$ cat config.mk
export PLATFORM = sky130hd
export DESIGN_NAME = multicycle_ctrl
export DESIGN_NICKNAME = d
export VERILOG_FILES = /design/src/rtl/multicycle_ctrl.sv
export SDC_FILE = /design/constraint.sdc
export NUM_CORES = 1
export LEC_CHECK = 0
export BUFFER_PORTS_ARGS = -buffer_cell sky130_fd_sc_hd__buf_2
export CELL_PAD_IN_SITES_DETAIL_PLACEMENT = 1
export CELL_PAD_IN_SITES_GLOBAL_PLACEMENT = 2
export CORE_ASPECT_RATIO = 1.4
export CORE_MARGIN = 2
export CORE_UTILIZATION = 32
export DETAILED_ROUTE_END_ITERATION = 16
export GPL_ROUTABILITY_DRIVEN = 0
export PLACE_DENSITY_LB_ADDON = 0.1
export SETUP_SLACK_MARGIN = 0.15
export SLEW_MARGIN = 20
export SYNTH_ARGS = -nofsm -noshare
export SYNTH_HDL_FRONTEND = slang
export SYNTH_SLANG_ARGS = --single-unit
$ cat constraint.sdc
create_clock -name clk -period 3.7 [get_ports clk]
set_input_delay 0.37 -clock clk [delete_from_list [all_inputs] [get_ports clk]]
set_output_delay 0.37 -clock clk [all_outputs]
set_load 0.005 [all_outputs]
$ cat src/rtl/multicycle_ctrl.sv
// multicycle_ctrl: main control FSM for the multi-cycle RV32I core.
// Steps the shared datapath through fetch/decode/execute/memory/writeback,
// handshakes with a variable-latency memory port, counts retired
// instructions and parks in a sticky trap state on illegal encodings.
module multicycle_ctrl #(
  parameter int CNT_W = 32
) (
  input  logic             clk,
  input  logic             rst_n,
  input  logic [6:0]       opcode,
  input  logic [2:0]       funct3,
  input  logic             zero,
  input  logic             mem_ready,
  output logic             mem_req,
  output logic             mem_we,
  output logic             addr_sel,
  output logic             ir_we,
  output logic             pc_we,
  output logic             pc_src,
  output logic             rf_we,
  output logic             wb_sel,
  output logic [1:0]       alu_src_a,
  output logic [1:0]       alu_src_b,
  output logic [1:0]       alu_op,
  output logic             trap,
  output logic [3:0]       state,
  output logic [CNT_W-1:0] instret
);

  typedef enum logic [3:0] {
    IDLE     = 4'd0,
    FETCH    = 4'd1,
    DECODE   = 4'd2,
    EXEC_R   = 4'd3,
    EXEC_I   = 4'd4,
    MEM_ADDR = 4'd5,
    MEM_RD   = 4'd6,
    MEM_WR   = 4'd7,
    WB_ALU   = 4'd8,
    WB_MEM   = 4'd9,
    BRANCH   = 4'd10,
    TRAP     = 4'd11
  } state_t;

  localparam logic [6:0] OP_R      = 7'b0110011;
  localparam logic [6:0] OP_I      = 7'b0010011;
  localparam logic [6:0] OP_LOAD   = 7'b0000011;
  localparam logic [6:0] OP_STORE  = 7'b0100011;
  localparam logic [6:0] OP_BRANCH = 7'b1100011;

  state_t           state_reg;
  state_t           state_next;
  logic             retire;
  logic [CNT_W-1:0] instret_reg;

  // Next-state selection and retire-event detection
  always_comb begin
    state_next = state_reg;
    retire     = 1'b0;
    case (state_reg)
      IDLE:     state_next = FETCH;
      FETCH:    if (mem_ready) state_next = DECODE;
      DECODE: begin
        case (opcode)
          OP_R:               state_next = EXEC_R;
          OP_I:               state_next = EXEC_I;
          OP_LOAD, OP_STORE:  state_next = MEM_ADDR;
          OP_BRANCH:          state_next = (funct3 == 3'b000 || funct3 == 3'b001) ? BRANCH : TRAP;
          default:            state_next = TRAP;
        endcase
      end
      EXEC_R:   state_next = WB_ALU;
      EXEC_I:   state_next = WB_ALU;
      MEM_ADDR: state_next = (opcode == OP_LOAD) ? MEM_RD : MEM_WR;
      MEM_RD:   if (mem_ready) state_next = WB_MEM;
      MEM_WR: begin
        if (mem_ready) begin
          state_next = FETCH;
          retire     = 1'b1;
        end
      end
      WB_ALU, WB_MEM, BRANCH: begin
        state_next = FETCH;
        retire     = 1'b1;
      end
      TRAP:     state_next = TRAP;
      default:  state_next = IDLE;
    endcase
  end

  // State register and wrapping retired-instruction counter
  always_ff @(posedge clk or negedge rst_n) begin
    if (!rst_n) begin
      state_reg   <= IDLE;
      instret_reg <= '0;
    end else begin
      state_reg <= state_next;
      if (retire) begin
        instret_reg <= instret_reg + CNT_W'(1);
      end
    end
  end

  // Control decode from the registered state; ir_we/pc_we additionally
  // follow mem_ready in FETCH and the branch condition in BRANCH
  always_comb begin
    mem_req   = 1'b0;
    mem_we    = 1'b0;
    addr_sel  = 1'b0;
    ir_we     = 1'b0;
    pc_we     = 1'b0;
    pc_src    = 1'b0;
    rf_we     = 1'b0;
    wb_sel    = 1'b0;
    alu_src_a = 2'd0;
    alu_src_b = 2'd0;
    alu_op    = 2'd0;
    trap      = 1'b0;
    case (state_reg)
      FETCH: begin
        mem_req   = 1'b1;
        alu_src_a = 2'd1;
        alu_src_b = 2'd1;
        ir_we     = mem_ready;
        pc_we     = mem_ready;
      end
      DECODE: begin
        alu_src_a = 2'd2;
        alu_src_b = 2'd2;
      end
      EXEC_R: alu_op = 2'd2;
      EXEC_I: begin
        alu_src_b = 2'd2;
        alu_op    = 2'd2;
      end
      MEM_ADDR: alu_src_b = 2'd2;
      MEM_RD: begin
        mem_req  = 1'b1;
        addr_sel = 1'b1;
      end
      MEM_WR: begin
        mem_req  = 1'b1;
        mem_we   = 1'b1;
        addr_sel = 1'b1;
      end
      WB_ALU: rf_we = 1'b1;
      WB_MEM: begin
        rf_we  = 1'b1;
        wb_sel = 1'b1;
      end
      BRANCH: begin
        alu_op = 2'd1;
        pc_src = 1'b1;
        pc_we  = (funct3 == 3'b000 && zero) || (funct3 == 3'b001 && !zero);
      end
      TRAP: trap = 1'b1;
      default: ;
    endcase
  end

  assign state   = state_reg;
  assign instret = instret_reg;

endmodule

# == Yosys cells after proc, flatten, opt, wreduce, memory -nomap -nowiden ==
# Cells that the tools add are included.
# totals
wordCells,60
inputBits,14
reg_bits,36
# op_classes
add_sub_neg,1
eq_ne,20
reduce_logical,16
mux,21
# ops
cell,count
32-bit by 1-bit adder with 32-bit output (second input constant),1
4-bit case mux with 8 select lines,1
4-bit by 3-bit equality test with 1-bit output (second input constant),4
4-bit equality test (second input constant),4
4-bit case mux with 4 select lines,1
7-bit by 6-bit equality test with 1-bit output (second input constant),2
4-bit two-way mux,3
2-bit case mux with 2 select lines,3
1-bit two-way mux,11
3-bit OR reduction,3
4-bit by 2-bit equality test with 1-bit output (second input constant),2
2-bit OR reduction,4
7-bit by 2-bit equality test with 1-bit output (second input constant),1
7-bit by 5-bit equality test with 1-bit output (second input constant),1
7-bit equality test (second input constant),1
2-bit != test (second input constant),3
4-bit by 1-bit equality test with 1-bit output (second input constant),1
4-bit zero test,1
1-bit case mux with 2 select lines,2
4-bit OR reduction,1
3-bit by 1-bit equality test with 1-bit output (second input constant),1
3-bit zero test,1
3-bit AND reduction,1
1-bit logical AND,2
2 further kinds,3

# == Depth between registers and ports, before layout ==
# Gate-level depths: netlist (run 1).
# logic_depth
ltp_word,5
mapped_depth,6
ltp_nobuf,5

# == Least setup slack after synthesis (run 1) ==
# No wires, ideal clock.
# synth_timing
kind,reg2out
startpoint,"register state_reg[1], in the netlist state[1]"
endpoint,output pc_we
required_ps,3330
n_path_buf,1
setup_slack_ps,1947
t_arrival_ps,1383
stages_incl_launch_ff,7
path_cell_list,dfrtp_1 -> clkbuf_1 -> inv_1 -> nand2_1 -> nor3_1 -> and2_1 -> a21o_1
# synth_between
elab_chain_len,2
elab_cells_between_ends,3
classes_between,eq/ne: 2; mux: 1
# synth_lines
element,line,text
start: declaration,51,state_t state_reg;
start signal: assignment,97,state_reg <= state_next;
4-bit equality test or 4-bit by 1-bit equality test with 1-bit output (tied branches),119,case (state_reg)
1-bit case mux with 2 select lines *,119,
end: declaration,18,"output logic pc_we,"
# Mark *: on every way between the ends. The rest lies on a longest branch, timed or not.

# == Worst setup path in the final report (run 1) ==
# Same ends and word-level chain as after synthesis.

==> summary.txt, run 1 <==
=========================================================================================
Post-synthesis cell type with the largest combined area .................... sky130_fd_sc_hd__dfrtp_1
Synthesized netlist net count ..............................................          202
Maximum Capacitance Violations .............................................            0
Wire length on met3 ........................................................       228 µm
Setup TNS ..................................................................         0 ns
Prevailing post-synth register cell ........................................ sky130_fd_sc_hd__dfrtp_1
Slew margin rel. ...........................................................       43.78%
Crit path max fanout .......................................................           13
RSZ-0062 raised after global routing .......................................           no
Worst slew pin tran ........................................................    0.8434 ns
Crit end category .......................................................... primary output
First-pass GRT wire length .................................................      7845 µm
Period utilisation layout ..................................................       58.69%
Min cycle time layout ......................................................     2.171 ns
Worst path required time ...................................................      3.33 ns
Total Routing Usage GR .....................................................       15.99%
Fraction of final layout cells sized beyond drive strength 1 ...............       30.95%
Mean number of vias per cell ...............................................        4.978
Post-CTS resize count ......................................................            0
Synth-to-Final Area Change .................................................       25.28%
Number of optimization iterations in the first detailed-route pass .........            2
Number of antenna violations at the first check in global routing ..........            0
Flip-flop count of the largest register after layout .......................           32
Number of setup violations in the final report .............................            0
Cell count after placement .................................................          315
Netlist area before placement ..............................................     1876 µm²
Hold-fix buffers at CTS ....................................................            0
Final number of max-transition violations ..................................            0
Average wire per standard cell .............................................     14.83 µm
Kind of start point of the critical path ...................................         flop
Proportion of register bits with asynchronous set or reset after synthesis .       100.0%
Outcome ....................................................................    completed
Number of buffers added for setup after CTS ................................            0
DRC violations left ........................................................            0
Clk Latency, worst-skew pair ...............................................      0.29 ns
Ports placed on the boundary ...............................................           65
Arrival time of the worst setup path .......................................      1.80 ns
Finished Layout Cells ......................................................          322
Overall die height .........................................................     94.59 µm
Classification of the worst setup path .....................................      reg2out
Hold Fails Final Rpt .......................................................            0
Antenna Diode Count ........................................................            0
EDFF count, synth ..........................................................            0
Clock-pin slew on the worst setup and hold paths ...........................      0.07 ns
Post-synthesis cell type count .............................................           35
Initial DRC count ..........................................................           61
Nets@finish ................................................................          267
Core area ..................................................................     5781 µm²
CTS Buf Count ..............................................................            5
Count of nets left with antenna violations after detail routing ............            0
Number of global-route vias before repair ..................................         1634
Port Buffer Count ..........................................................           64
Routed via count ...........................................................         1603
Area fraction of the dominant cell type after synthesis ....................       48.03%
CTS Root Buffer Type ....................................................... sky130_fd_sc_hd__clkbuf_8
Final Util .................................................................       40.65%
Wire length reported by the detailed router ................................      4776 µm
Total design power .........................................................   0.001235 W
Clock sink total ...........................................................           36
Total overflow reported by the global router ...............................            0
CTS tree ...................................................................        built
Met2 WL post-DR ............................................................      2523 µm
Largest buffer count on any clock path .....................................            2
Number of synthesized register bits ........................................           36
Clock H-tree levels ........................................................            2
Starting density of the core ...............................................       32.45%
Highest clock rate .........................................................    460.5 MHz
Flop2flop setup slack ......................................................      1.64 ns
Post-DP HPWL ...............................................................      3592 µm
Power per Cell Area ........................................................ 525.6 nW/µm²
Total die area .............................................................     6498 µm²
Wl on met1 .................................................................      1967 µm
Syn avg cell area ..........................................................    10.03 µm²
Cell with the most instances after synthesis ............................... sky130_fd_sc_hd__dfrtp_1
Width of the die ...........................................................     68.71 µm
IR drop worst, VDD .........................................................     213.9 µV
Top cell types by occurrence after synthesis ............................... sky130_fd_sc_hd__dfrtp_1 (36), sky130_fd_sc_hd__xnor2_1 (27), sky130_fd_sc_hd__nor2_1 (21), sky130_fd_sc_hd__nand2_1 (17), sky130_fd_sc_hd__nand3_1 (13)
Sequential share of the synthesized area ...................................       48.03%
Standard-cell rows .........................................................           33
Top cells by area in the synthesized netlist ............................... sky130_fd_sc_hd__dfrtp_1 (48%), sky130_fd_sc_hd__xnor2_1 (13%), sky130_fd_sc_hd__nor2_1 (4.2%)
Top sig layer ..............................................................         met4
Leakage power ..............................................................     1.168 nW
Synthesized netlist cell count .............................................          187
Setup clock skew after layout ..............................................  0.005816 ns
Worst hold path type .......................................................     in2async
Pin count of the biggest net entering global routing .......................           37
Synthesis warning total ....................................................            0
=========================================================================================
==> worst max-delay path, cell delays in order, from the launching register on <==
cell and delay [ns]:
sky130_fd_sc_hd__dfrtp_1 0.53, sky130_fd_sc_hd__inv_1 0.23, sky130_fd_sc_hd__nand2_1 0.14, sky130_fd_sc_hd__nor3_1 0.25, sky130_fd_sc_hd__and2_1 0.19, sky130_fd_sc_hd__a21o_1 0.08
sky130_fd_sc_hd__buf_2 0.10
==> path summary, 6_finish.rpt <==
| kind | startpoint | endpoint | cells after the start |
|---|---|---|---|
| worst max-delay path | state[1] | pc_we | 6 |
| worst min-delay path | rst_n | instret[25] | 1 |
| worst max register to register | state[0] | instret[31] | 5 |
| worst min register to register | instret[31] | instret[31] | 1 |
| max in group asynchronous | rst_n | instret[8] | 1 |
| min in group clk | instret[31] | instret[31] | 1 |
==> per-stage QoR <==
step                setup WS (ns)  hold WS (ns)  cell area [µm²]
floorplan                   1.947       0.07441             1876
global placement            1.677        0.4670             2253
finish                      1.529        0.1676             2350
global route                1.331        0.2393             2350
CTS                         1.504        0.2110             2350
detailed placement          1.631        0.4750             2253
==> layer usage <==
metal,vias up,global-route usage [%]
li1,778,-
met1,778,18.42
met2,42,28.37
met3,5,3.576
met4,0,5.392
met5,-,0
==> area by class of cell <==
class | count | area [µm²]
flip-flops and latches | 36 | 900.9
inverters | 5 | 18.77
fillers | 703 | 3431
multi-input cells | 140 | 925.9
repair buffers | 64 | 320.3
well taps | 70 | 87.58
clock buffers | 7 | 96.34
==> logic make-up after synthesis <==
group	share of synthesized area (%)
simple gates	25.28
mux	1.734
compound gates	6.738
xor+xnor	14.94
fa+ha+maj	0.6670
buf+inv	2.601
flops	48.03
==> where the power goes <==
group          internal, W  switching (W)  total [W]
Sequential        0.000440       0.000108   0.000548
Combinational     0.000187       0.000196   0.000383
Clock             0.000166       0.000138   0.000304
==> layout by cell type, fill, tap and decap left out, drive strengths merged, types with 2 or more instances in the layout <==
master  instances
dfrtp          36
and2            2
nor2b           2
xnor2          27
buf            64
nand2          17
nor4            2
nand3          13
and4            3
inv             5
nand4          10
xor2            5
clkbuf          7
nor2           21
o21ai           4
a21oi           4
nand2b          2
and3            4
mux2            2
nor3            8
a22oi           2
(Power assumes the default switching activity.)
==> inputs of run 2 (changes only) <==
--- a/config.mk
+++ b/config.mk
@@ -10,7 +10,7 @@
 export CELL_PAD_IN_SITES_GLOBAL_PLACEMENT = 2
 export CORE_ASPECT_RATIO = 1.4
 export CORE_MARGIN = 2
-export CORE_UTILIZATION = 32
+export CORE_UTILIZATION = 29
 export DETAILED_ROUTE_END_ITERATION = 16
 export GPL_ROUTABILITY_DRIVEN = 0
 export PLACE_DENSITY_LB_ADDON = 0.1
==> constraint.sdc (replaced) <==
create_clock -name clk -period 2.17 [get_ports clk]
set_input_delay 0.217 -clock clk [delete_from_list [all_inputs] [get_ports clk]]
set_output_delay 0.217 -clock clk [all_outputs]
set_load 0.005 [all_outputs]
==> summary.txt, run 2 (same netlist as run 1, synthesis figures left out) <==
=================================================================================
Outcome ............................................................    completed   unchanged
Placement-stage cell area ..........................................     2308 µm²   was 2253 µm²
Worst slew pin tran ................................................    0.8128 ns   was 0.8434 ns
IR drop worst, VDD .................................................     345.0 µV   was 213.9 µV
Period utilisation layout ..........................................       85.41%
Final number of max-transition violations ..........................            0   unchanged
Leakage power ......................................................     1.207 nW   was 1.168 nW
Worst hold path type ...............................................     in2async   unchanged
Number of optimization iterations in the first detailed-route pass .            2   unchanged
Flop2flop setup slack ..............................................      0.36 ns   was 1.64 ns
Post-CTS resize count ..............................................            0   unchanged
Crit path max fanout ...............................................           11   was 13
First-pass GRT wire length .........................................      8300 µm   was 7845 µm
Highest-count cells in the layout ignoring fill and taps ........... sky130_fd_sc_hd__buf_2 (64), sky130_fd_sc_hd__dfrtp_1 (36), sky130_fd_sc_hd__xnor2_1 (27)   unchanged
Antenna Diode Count ................................................            0   unchanged
Total Routing Usage GR .............................................       14.58%   was 15.99%
Mean number of vias per cell .......................................        4.940   was 4.978
RSZ-0062 raised after global routing ...............................           no   unchanged
Min cycle time layout ..............................................     1.853 ns
Number of buffers added for setup after CTS ........................            0   unchanged
CTS Buf Count ......................................................            5   unchanged
Worst r2r dst ......................................................  instret[31]   unchanged
Clock H-tree levels ................................................            2   unchanged
Power per Cell Area ................................................ 894.8 nW/µm²   was 525.6 nW/µm²
Nets@finish ........................................................          274   was 267
Number of antenna violations at the first check in global routing ..            0   unchanged
Standard-cell rows .................................................           34   was 33
DRC violations left ................................................            0   unchanged
Most common cell after layout, fill and taps aside ................. sky130_fd_sc_hd__buf_2   unchanged
Core area ..........................................................     6254 µm²   was 5781 µm²
Synth-to-Final Area Change .........................................       28.75%   was 25.28%
Total overflow reported by the global router .......................            0   unchanged
Slew margin rel. ...................................................       45.82%   was 43.78%
Classification of the worst setup path .............................      reg2out   unchanged
Post-Layout Inst Area ..............................................     2415 µm²   was 2350 µm²
Maximum Capacitance Violations .....................................            0   unchanged
Width of the die ...................................................     71.97 µm   was 68.71 µm
Wire length reported by the detailed router ........................      4885 µm   was 4776 µm
Clk Latency, worst-skew pair .......................................      0.28 ns   was 0.29 ns
CTS Root Buffer Type ............................................... sky130_fd_sc_hd__clkbuf_8   unchanged
Post-DP HPWL .......................................................      3729 µm   was 3592 µm
Hold Fails Final Rpt ...............................................            0   unchanged
Kind of start point of the critical path ...........................         flop   unchanged
Worst path required time ...........................................      1.95 ns   was 3.33 ns
Starting density of the core .......................................       29.99%   was 32.45%
Crit end category .................................................. primary output   unchanged
Number of global-route vias before repair ..........................         1715   was 1634
Highest clock rate .................................................    539.6 MHz
Total die area .....................................................     7136 µm²   was 6498 µm²
Final worst setup slack ............................................    0.3167 ns   was 1.529 ns
Count of nets left with antenna violations after detail routing ....            0   unchanged
Flip-flop count of the largest register after layout ...............           32   unchanged
Average wire per standard cell .....................................     14.76 µm   was 14.83 µm
Startpoint of the lowest-slack register-to-register path ...........   instret[3]   was state[0]
Finished Layout Cells ..............................................          331   was 322
Pin count of the biggest net entering global routing ...............           37   unchanged
Chain of cells forming the critical path ........................... buf_4 > inv_1 > nand2_1 > nor3_2 > a21o_1 > buf_2   was inv_1 > nand2_1 > nor3_1 > and2_1 > a21o_1 > buf_2
Cell count after placement .........................................          324   was 315
Master of the slowest instance on the critical path ................ sky130_fd_sc_hd__dfrtp_1   unchanged
Port Buffer Count ..................................................           64   unchanged
Final Util .........................................................       38.62%   was 40.65%
Clock-pin slew on the worst setup and hold paths ...................      0.07 ns   about the same
Overall die height .................................................     99.16 µm   was 94.59 µm
Ports placed on the boundary .......................................           65   unchanged
Initial DRC count ..................................................           68   was 61
Post-placement setup slack .........................................    0.3195 ns   was 1.631 ns
Clock sink total ...................................................           36   unchanged
Hold-fix buffers at CTS ............................................            0   unchanged
Routed via count ...................................................         1635   was 1603
Setup TNS ..........................................................         0 ns   unchanged
Count of cells along the worst register-to-register path ...........            5   unchanged
Largest buffer count on any clock path .............................            2   unchanged
Setup clock skew after layout ......................................  0.005808 ns   was 0.005816 ns
Arrival time of the worst setup path ...............................      1.64 ns   was 1.80 ns
Delay contributed by the slowest stage of the critical path ........      0.40 ns   was 0.53 ns
CTS tree ...........................................................        built   unchanged
Number of setup violations in the final report .....................            0   unchanged
Fraction of final layout cells sized beyond drive strength 1 .......       33.59%   was 30.95%
=================================================================================
-- run 2: cell types whose count changed in the layout (fill, tap and decap cells not counted), sizes merged --
| cell | change |
|---|---|
| buf | +7 |
-- run 2: how the worst max path moves through the flow --
stage | start | endpoint | cells after the start
6_report | state[2] | pc_we | 6
5_1_grt | state[2] | pc_we | 6
4_1_cts | state[2] | pc_we | 6
3_5_place_dp | state[3] | instret[31] | 5
3_3_place_gp | instret[3] | instret[31] | 5
2_1_floorplan | state[3] | instret[31] | 5
-- run 2: per-layer routing --
| layer | wire length, µm | GRT usage (%) | up-vias | share of wire (%) |
|---|---|---|---|---|
| li1 | - | - | 796 | - |
| met1 | 1984 | 17.05 | 789 | 41 |
| met2 | 2620 | 26.64 | 45 | 54 |
| met3 | 203 | 2.026 | 5 | 4.2 |
| met4 | 77 | 5.225 | 0 | 1.6 |
| met5 | 0 | 0 | - | 0 |
-- run 2: through the flow --
step / hold slack [ns] / total power (W)
global placement: 0.3678 / 0.001670
detailed placement: 0.3703 / 0.001666
floorplan: -0.07859 / 0.001338
global route: 0.08933 / 0.002328
CTS: 0.06065 / 0.002192
finish: 0.02061 / 0.002161
-- run 2: worst max-delay path, delay by kind of cell (launching register included) --
| family | cells | cell delay (ns) |
|---|---|---|
| flops | 1 | 0.40 |
| simple gates | 2 | 0.35 |
| buf+inv | 3 | 0.47 |
| compound gates | 1 | 0.14 |
-- run 2: power by group --
part	total [W]	switching, W	internal (W)
clock	0.000507	0.000224	0.000283
combinational	0.000799	0.000438	0.000361
sequential	0.000855	0.000103	0.000753
-- run 2: cell type report --
| type | instances | area [µm²] |
|---|---|---|
| timing repair buffer | 71 | 372.9 |
| sequential | 36 | 900.9 |
| multi-input combinational | 140 | 935.9 |
| fill | 733 | 3839 |
| inverter | 5 | 18.77 |
| tap | 72 | 90.09 |
| clock buffer | 7 | 96.34 |
